`src/rtl/servo_pkg.sv`:
```
// Shared servo-path definitions.
//   SIG_W    : actuator / error / gain word width
//   PROD_W   : full product width of two SIG_W operands
//   PTERM_W  : proportional term width after scaling
//   ITERM_W  : integrator contribution width entering the output sum
//   SUM_W    : width of the PI + relock sum before clamping
//   RAIL_LO / RAIL_HI : bit positions inside railed[1:0]
//   sat_s()  : signed saturation of a 64-bit value to 'width' bits
package servo_pkg;
  localparam int SIG_W   = 16;
  localparam int PROD_W  = 32;
  localparam int PTERM_W = 17;
  // 19 bits is wide enough that a saturated integrator term still rails
  // the output for any legal P term / relock offset, and the sum of
  // 19 + 17 + 16 bit terms cannot overflow SUM_W.
  localparam int ITERM_W = 19;
  localparam int SUM_W   = 20;
  localparam int RAIL_LO = 0;
  localparam int RAIL_HI = 1;

  function automatic logic signed [63:0] sat_s(input logic signed [63:0] value,
                                               input int width);
    logic signed [63:0] hi, lo;
    hi = (64'sd1 <<< (width - 1)) - 64'sd1;
    lo = -hi - 64'sd1;
    if (value > hi) return hi;
    if (value < lo) return lo;
    return value;
  endfunction
endpackage

```
`src/rtl/relock_loop_filter_if.sv`:
```
// Servo channel bus between the relock controller / demodulator side
// (master) and the loop filter (slave).
//   on_in, error_in, kp_in, ki_in, minval_in, maxval_in,
//   hold_in, clear_in, relock_in   : master -> filter
//   signal_out, railed_out         : filter -> master
interface relock_loop_filter_if;
  import servo_pkg::*;
  logic                    on_in;
  logic signed [SIG_W-1:0] error_in;
  logic signed [SIG_W-1:0] kp_in;
  logic signed [SIG_W-1:0] ki_in;
  logic signed [SIG_W-1:0] minval_in;
  logic signed [SIG_W-1:0] maxval_in;
  logic                    hold_in;
  logic                    clear_in;
  logic signed [SIG_W-1:0] relock_in;
  logic signed [SIG_W-1:0] signal_out;
  logic [1:0]              railed_out;

  modport master (
    output on_in, error_in, kp_in, ki_in, minval_in, maxval_in,
           hold_in, clear_in, relock_in,
    input  signal_out, railed_out
  );

  modport slave (
    input  on_in, error_in, kp_in, ki_in, minval_in, maxval_in,
           hold_in, clear_in, relock_in,
    output signal_out, railed_out
  );
endinterface

```
`src/rtl/sat_clamp.sv`:
```
// Combinational signed clamp of a SUM_W value into a SIG_W word.
//   value_in   : signed SUM_W input
//   min_in     : signed lower limit
//   max_in     : signed upper limit
//   value_out  : clamped SIG_W result
//   railed_out : [1] max clamp fired, [0] min clamp fired
// The max clamp is evaluated first and the min clamp second, so with
// min_in > max_in the result is always min_in and only bit [0] is set.
module sat_clamp
  import servo_pkg::*;
(
  input  logic signed [SUM_W-1:0] value_in,
  input  logic signed [SIG_W-1:0] min_in,
  input  logic signed [SIG_W-1:0] max_in,
  output logic signed [SIG_W-1:0] value_out,
  output logic [1:0]              railed_out
);
  logic signed [SUM_W-1:0] v;

  always_comb begin
    v          = value_in;
    railed_out = 2'b00;
    if (v > SUM_W'(max_in)) begin
      v          = SUM_W'(max_in);
      railed_out = 2'b10;
    end
    if (v < SUM_W'(min_in)) begin
      v          = SUM_W'(min_in);
      railed_out = 2'b01;
    end
    value_out = v[SIG_W-1:0];
  end
endmodule

```
`src/rtl/relock_loop_filter.sv`:
```
// Pipelined PI servo loop filter, one per servo channel.
//   clk_in   : clock
//   rst_n_in : synchronous active-low reset
//   bus      : servo channel bus (slave side), see relock_loop_filter_if
// Three-stage pipe, one sample per cycle:
//   S1 products + hold/clear alignment, S2 integrator / P term / relock
//   offset, S3 sum, clamp and rail report.
// Integrator anti-windup uses the registered rail status, so it reacts
// one cycle late; the integrator can overshoot the rail by one step.
module relock_loop_filter
  import servo_pkg::*;
#(
  parameter int KP_SHIFT = 8,
  parameter int KI_SHIFT = 24,
  parameter int ACC_W    = 48   // must stay <= 63 for sat_s
) (
  input logic clk_in,
  input logic rst_n_in,
  relock_loop_filter_if.slave bus
);
  // S1
  logic signed [PROD_W-1:0]  p_prod, i_prod;
  logic                      hold1, clear1;
  // S2
  logic signed [ACC_W-1:0]   integ;
  logic signed [PTERM_W-1:0] p_term;
  logic signed [SIG_W-1:0]   relock2;
  // combinational
  logic signed [ACC_W-1:0]   integ_nxt;
  logic signed [PTERM_W-1:0] p_term_nxt;
  logic signed [ITERM_W-1:0] i_term;
  logic signed [SUM_W-1:0]   sum;
  logic signed [SIG_W-1:0]   clamp_val;
  logic [1:0]                clamp_rail;
  logic                      windup;

  always_comb begin
    // Stop integrating further into a rail that is already hit.
    windup = (bus.railed_out[RAIL_HI] && (i_prod > 0)) ||
             (bus.railed_out[RAIL_LO] && (i_prod < 0));
    integ_nxt  = ACC_W'(sat_s(64'(integ) + 64'(i_prod), ACC_W));
    p_term_nxt = hold1 ? '0 : PTERM_W'(sat_s(64'(p_prod >>> KP_SHIFT), PTERM_W));
    i_term     = ITERM_W'(sat_s(64'(integ >>> KI_SHIFT), ITERM_W));
    sum        = SUM_W'(i_term) + SUM_W'(p_term) + SUM_W'(relock2);
  end

  sat_clamp u_clamp (
    .value_in  (sum),
    .min_in    (bus.minval_in),
    .max_in    (bus.maxval_in),
    .value_out (clamp_val),
    .railed_out(clamp_rail)
  );

  always_ff @(posedge clk_in) begin
    if (!rst_n_in || !bus.on_in) begin
      p_prod         <= '0;
      i_prod         <= '0;
      hold1          <= 1'b0;
      clear1         <= 1'b0;
      integ          <= '0;
      p_term         <= '0;
      relock2        <= '0;
      bus.signal_out <= '0;
      bus.railed_out <= '0;
    end else begin
      p_prod  <= PROD_W'(bus.error_in) * PROD_W'(bus.kp_in);
      i_prod  <= PROD_W'(bus.error_in) * PROD_W'(bus.ki_in);
      hold1   <= bus.hold_in;
      clear1  <= bus.clear_in;

      if (clear1)                 integ <= '0;
      else if (!hold1 && !windup) integ <= integ_nxt;
      p_term  <= p_term_nxt;
      relock2 <= bus.relock_in;

      bus.signal_out <= clamp_val;
      bus.railed_out <= clamp_rail;
    end
  end
endmodule

```
`src/flat_wrapper.sv`:
```
// flat-port wrapper written by rule: the top's interface ports become plain ports
module relock_loop_filter_flat import servo_pkg::*;
#(
  parameter int KP_SHIFT = 8,
  parameter int KI_SHIFT = 24,
  parameter int ACC_W    = 48                               
)
  (clk_in, rst_n_in, bus_on_in, bus_error_in, bus_kp_in, bus_ki_in, bus_minval_in, bus_maxval_in, bus_hold_in, bus_clear_in, bus_relock_in, bus_signal_out, bus_railed_out);
  relock_loop_filter_if bus_i ();
  input logic clk_in;
  input logic rst_n_in;
  input wire logic [$bits(bus_i.on_in)-1:0] bus_on_in;
  input wire logic [$bits(bus_i.error_in)-1:0] bus_error_in;
  input wire logic [$bits(bus_i.kp_in)-1:0] bus_kp_in;
  input wire logic [$bits(bus_i.ki_in)-1:0] bus_ki_in;
  input wire logic [$bits(bus_i.minval_in)-1:0] bus_minval_in;
  input wire logic [$bits(bus_i.maxval_in)-1:0] bus_maxval_in;
  input wire logic [$bits(bus_i.hold_in)-1:0] bus_hold_in;
  input wire logic [$bits(bus_i.clear_in)-1:0] bus_clear_in;
  input wire logic [$bits(bus_i.relock_in)-1:0] bus_relock_in;
  output wire logic [$bits(bus_i.signal_out)-1:0] bus_signal_out;
  output wire logic [$bits(bus_i.railed_out)-1:0] bus_railed_out;
  assign bus_i.on_in = bus_on_in;
  assign bus_i.error_in = bus_error_in;
  assign bus_i.kp_in = bus_kp_in;
  assign bus_i.ki_in = bus_ki_in;
  assign bus_i.minval_in = bus_minval_in;
  assign bus_i.maxval_in = bus_maxval_in;
  assign bus_i.hold_in = bus_hold_in;
  assign bus_i.clear_in = bus_clear_in;
  assign bus_i.relock_in = bus_relock_in;
  assign bus_signal_out = bus_i.signal_out;
  assign bus_railed_out = bus_i.railed_out;
  relock_loop_filter #(.KP_SHIFT(KP_SHIFT), .KI_SHIFT(KI_SHIFT), .ACC_W(ACC_W)) u_core (.clk_in(clk_in), .rst_n_in(rst_n_in), .bus(bus_i));
endmodule
```
`config.mk`:
```
export PLATFORM = sky130hd
export DESIGN_NAME = relock_loop_filter_flat
export DESIGN_NICKNAME = d
export VERILOG_FILES = /design/src/rtl/servo_pkg.sv /design/src/rtl/relock_loop_filter_if.sv /design/src/rtl/sat_clamp.sv /design/src/rtl/relock_loop_filter.sv /design/src/flat_wrapper.sv
export SDC_FILE = /design/constraint.sdc
export NUM_CORES = 2
export LEC_CHECK = 0
export ABC_AREA = 1
export BUFFER_PORTS_ARGS = -buffer_cell sky130_fd_sc_hd__buf_2
export CAP_MARGIN = 15
export CORE_ASPECT_RATIO = 1.2
export CORE_MARGIN = 2
export CORE_UTILIZATION = 60
export DETAILED_ROUTE_END_ITERATION = 8
export PLACE_DENSITY = 0.8
export SLEW_MARGIN = 20
export SYNTH_ARGS = -nofsm -noshare
export SYNTH_HDL_FRONTEND = slang
export SYNTH_HIERARCHICAL = 1
export SYNTH_SLANG_ARGS = --single-unit
```
`constraint.sdc`:
```
create_clock -name clk_in -period 12.7 [get_ports clk_in]
set_clock_uncertainty 0.15 [all_clocks]
set_input_delay 3.81 -clock clk_in [delete_from_list [all_inputs] [get_ports clk_in]]
set_output_delay 3.81 -clock clk_in [all_outputs]
set_load 0.01 [all_outputs]
```
# ---- Word level (Yosys, flattened, before mapping)
# Index checks and enable logic that the tools add are counted.
dict set report totals {
  reg_bits 165
  out_inout_bits 18
  word_cells 62
}
dict set report classes {
  n_addsub 3
  multipliers 2
  order_cmp 10
  n_mux 25
  reduce_logical 12
}
# operator n
set op_table {}
lappend op_table {{$mux 48} 4}
lappend op_table {{$mux 19} 4}
lappend op_table {{$mux 17} 4}
lappend op_table {{$mul 16x16->32} 2}
lappend op_table {{$add 48x32->49} 1}
lappend op_table {{$gt 49x48->1 const B} 1}
lappend op_table {{$lt 49x48->1 const B} 1}
lappend op_table {{$gt 32x1->1 const B} 1}
lappend op_table {{$lt 32x1->1 const B} 1}
lappend op_table {{$gt 24x17->1 const B} 1}
lappend op_table {{$gt 24x19->1 const B} 1}
lappend op_table {{$lt 24x17->1 const B} 1}
lappend op_table {{$lt 24x19->1 const B} 1}
lappend op_table {{$add 19x17->20} 1}
lappend op_table {{$add 20x16->20} 1}
lappend op_table {{$gt 20x16->1} 1}
lappend op_table {{$lt 20x16->1} 1}
lappend op_table {{$mux 20} 1}
lappend op_table {{$mux 16} 1}
lappend op_table {{$mux 1} 10}
lappend op_table {{$reduce_or 2->1} 3}
lappend op_table {{$logic_not 1->1} 4}
lappend op_table {{$logic_and 1x1->1} 3}
lappend op_table {{$logic_or 1x1->1} 2}
lappend op_table {{$mux 2} 1}

# ---- Logic depth before layout (Yosys ltp)
dict set report logic_depth {
  ltp_word 11
  ltp_mapped 44
}

# ---- Modules after synthesis
# Netlist, hierarchy kept.
# module instances cells_each area_per_inst_um2
set by_module_without_submodules {}
lappend by_module_without_submodules {relock_loop_filter 1 4269 31006.0}
lappend by_module_without_submodules {sat_clamp 1 272 1610.3}

# ---- Worst setup path before layout
# OpenSTA, ideal clock, no wires.
dict set report synth_timing {
  path_kind {input to register}
  startpoint {input bus_kp_in[5]}
  endpoint {register u_core.p_prod[30]}
  setup_ns 0.115
  arrival_time_ns 9.265
  path_slack_ns 3.170
  path_stages 21
  path_buffers 2
  cell_sequence {clkbuf_1 clkbuf_1 nand2_1 fa_1 inv_1 fa_1 fa_1 fa_1 inv_1 fa_1 fa_1 inv_1 ha_1 inv_1 nor3_1 inv_1 nor2_1 and3_1 nand2_1 a21oi_1 nor2_1}
}
dict set report synth_via {
  elab_chain_cells 1
}
# element line
set synth_rtl {}
lappend synth_rtl {{start, declared} flat_wrapper.sv:14} ;# input wire logic [$bits(bus_i.kp_in)-1:0] bus_kp_in;
lappend synth_rtl {{$mul 16x16->32} relock_loop_filter.sv:67} ;# p_prod <= PROD_W'(bus.error_in) * PROD_W'(bus.kp_in);
lappend synth_rtl {{end signal, assigned} relock_loop_filter.sv:67}
lappend synth_rtl {{end, declared} relock_loop_filter.sv:22} ;# logic signed [PROD_W-1:0] p_prod, i_prod;
# No other way between the ends.
# A chain may end at the register's enable or synchronous reset.

# ---- Worst setup path after layout
dict set report layout_timing {
  startpoint {input bus_error_in[10]}
  endpoint {register u_core.p_prod[23]}
}
dict set report layout_via {
  elab_chain_cells 1
}
# element line
set layout_rtl {}
lappend layout_rtl {{start, declared} flat_wrapper.sv:13} ;# input wire logic [$bits(bus_i.error_in)-1:0] bus_error_in;
lappend layout_rtl {{$mul 16x16->32} relock_loop_filter.sv:67}
# No other way between the ends.

==> results.json <==
{
  "worst_pin_slew_ns": 1.114,
  "cp_max_fo": 32,
  "grt_max_degree": 55,
  "ant_nets": 0,
  "timing_worst_setup_path_type": "input port to register",
  "synthCells": 4541,
  "ys_async_sr_fraction_pct": 0,
  "drive_above_1_share_pct": 5.554,
  "cts_resized": 0,
  "dp_hpwl_um": 67220,
  "layout.nets": 5453,
  "placement.io_buffers": 118,
  "cts.clk_slew.worst_paths_ns": 0.08,
  "clk_latency_ns": 0.47,
  "synth_nets": 5452,
  "timing.fmax_mhz": 103.4,
  "r2r_start": "u_core/integ[44]$_SDFFE_PP0P_",
  "cp-start-kind": "input port",
  "grt-ovfl-total": 0,
  "die-area_mm2": 0.05625,
  "r2r_setup_slack_ns": 3.17,
  "grt_pass1_vias": 28900,
  "whs_ns": 0.2991,
  "postSynth.topFlopCell": "dfxtp_1",
  "drc": 0,
  "dp.cells": 5234,
  "grt_pass1_wl_um": 138100,
  "fin_setup_tns_ns": 0,
  "viasPerCell": 5.217,
  "required_ns": 12.92,
  "critPathCapture": "u_core/p_prod[23]$_SDFF_PP0_",
  "setup_viol": 0,
  "area_delta_synth_final_pct": 4.880,
  "synth_cell_types": 51,
  "worstHoldPathType": "register to register",
  "ys_top_cells_by_area": "fa_1, inv_1, nand2_1, ha_1, dfxtp_1",
  "antenna_found_initial": 2,
  "cts_max_path_buffers": 2,
  "synth.avg_cell_area_um2": 7.183,
  "postCtsSetupRepairBufs": 0,
  "dr_total_vias": 27490,
  "dieHeight_um": 259.4,
  "final_cells": 5269,
  "first_iter_violations": 2067,
  "status": "finished clean",
  "cts_buffers": 17,
  "yosysMostFrequentCell": "inv_1",
  "cts_sinks": 157,
  "cts_root_buf": "clkbuf_16",
  "cts_hold_buf": 0,
  "nFillCells": 4904,
  "start_util_pct": 60.67,
  "place_congestion": 0.9662,
  "pin_count": 119,
  "cp-end-kind": "register",
  "rsz0062_at_grt": "no",
  "ff2ff_path_depth": 39,
  "max-slew-margin-rel_pct": 24.78,
  "synth-edff-count": 0,
  "drv_cap": 0,
  "ys_warn_count": 6,
  "r2r-end": "u_core/bus.railed_out[1]$_SDFF_PP0_",
  "row_count": 93,
  "synth_common_cells": "inv_1, nand2_1, fa_1",
  "startpoint": "bus_error_in[10]",
  "ys_seq_area_share_pct": 9.636,
  "worst_ep_arrival_time_ns": 9.90,
  "core_area_mm2": 0.05376,
  "chipWidth_um": 216.8,
  "synth_top_area_cell": "fa_1",
  "drtPass1Iterations": 6,
  "fin_crit_ns": 9.676,
  "grtUsageTotal_pct": 30.49,
  "cts_tree": "done",
  "synthesis.area_mm2": 0.03262,
  "drv_slew": 0,
  "synth-seq-cells": 157,
  "wl_per_cell_um": 15.68,
  "fin_crit_sh_pct": 76.19,
  "hold_viol": 0,
  "totalWireLength_um": 82640,
  "cts_max_level": 4,
  "netlist.area_leader.share_pct": 33.39
}
## cell families after synthesis
group	share of synthesized area, %
flops	9.636
buf+inv	16.54
fa+ha+maj	43.59
simple gates	20.46
xor+xnor	1.853
compound gates	7.914
## flip-flops by register name (all words and copies together), names as in the netlist
name / cells
u_core/p_prod: 24
u_core/bus.railed_out: 2
u_core/i_prod: 32
u_core/integ: 48
u_core/relock2: 16
u_core/clear1: 1
u_core/bus.signal_out: 16
u_core/hold1: 1
u_core/p_term: 17
## worst min-delay path by stage
stage	start	end	slack, ns	cells after the start
floorplan	u_core/p_prod[8]$_SDFF_PP0_	u_core/p_term[0]$_SDFF_PP0_	0.27	2
global placement	u_core/p_prod[8]$_SDFF_PP0_	u_core/p_term[0]$_SDFF_PP0_	0.28	2
detailed placement	u_core/p_prod[12]$_SDFF_PP0_	u_core/p_term[4]$_SDFF_PP0_	0.27	2
CTS	u_core/p_prod[12]$_SDFF_PP0_	u_core/p_term[4]$_SDFF_PP0_	0.30	2
global route	u_core/p_prod[12]$_SDFF_PP0_	u_core/p_term[4]$_SDFF_PP0_	0.31	2
finish	u_core/p_prod[12]$_SDFF_PP0_	u_core/p_term[4]$_SDFF_PP0_	0.30	2
## cells in the final DEF, fill, tap and decap left out, drive strengths merged, types with 2 or more instances in the layout
cell type / n
inv: 1270
nand2: 1174
fa: 544
nor2: 267
ha: 266
a21oi: 244
dfxtp: 157
buf: 131
o21ai: 124
nand3: 119
xor2: 45
nor3: 32
nand4: 29
xnor2: 24
o21bai: 21
clkbuf: 17
o21a: 15
a21o: 14
nor4: 14
clkinv: 8
a31oi: 7
a21boi: 4
nand3b: 4
and3: 3
o221ai: 3
o2111ai: 3
diode: 2
a2111oi: 2
o211ai: 2
or2: 2
a211oi: 2
## layer usage
metal  global-route usage (%)  up-vias  part of all wire [%]
met2                    55.30      907                    51
met1                    37.01    13090                    41
met4                    12.08        0                   3.3
li1                         -    13310                     -
met5                        0        -                     0
met3                    3.421      182                   5.5
## worst max-delay path, stage by stage
cell and delay, ns:
buf_2 0.64, nand2_1 0.17, fa_1 0.57, fa_1 0.44, fa_1 0.52, inv_1 0.05
fa_1 0.47, fa_1 0.56, inv_1 0.06, fa_1 0.53, inv_1 0.04, ha_1 0.38
nand2_1 0.14, nor2_1 0.15, nand4_1 0.09, o21ai_0 0.59, nand3_1 0.13, nand2_1 0.20
nand2_1 0.07, nand2_1 0.09, nand2_1 0.06, nand2_1 0.05, nor2_1 0.04
## per-stage QoR
stage          utilization (%)  instance area, um^2  worst slack [ns]
2_1_floorplan                -                32620             3.170
3_3_place_gp             62.42                33550             2.647
3_5_place_dp             62.42                33550             2.576
4_1_cts                  63.57                34180             3.086
5_1_grt                  63.63                34210             2.567
6_report                 63.63                34210             3.024
## final cells by class
cell class              instances  area, um^2  area share, %
well taps                     712       890.9          2.604
clock buffers                  17       425.4          1.244
repair buffers                131       708.2          2.070
flip-flops and latches        157        3143          9.188
multi-input cells            2971       24100          70.44
inverters                    1264        4745          13.87
clock inverters                15       195.2         0.5706
diodes                          2       5.005        0.01463
Power is not shown: default switching activity piles up to over one toggle a cycle in this logic, so the estimate is an artifact.
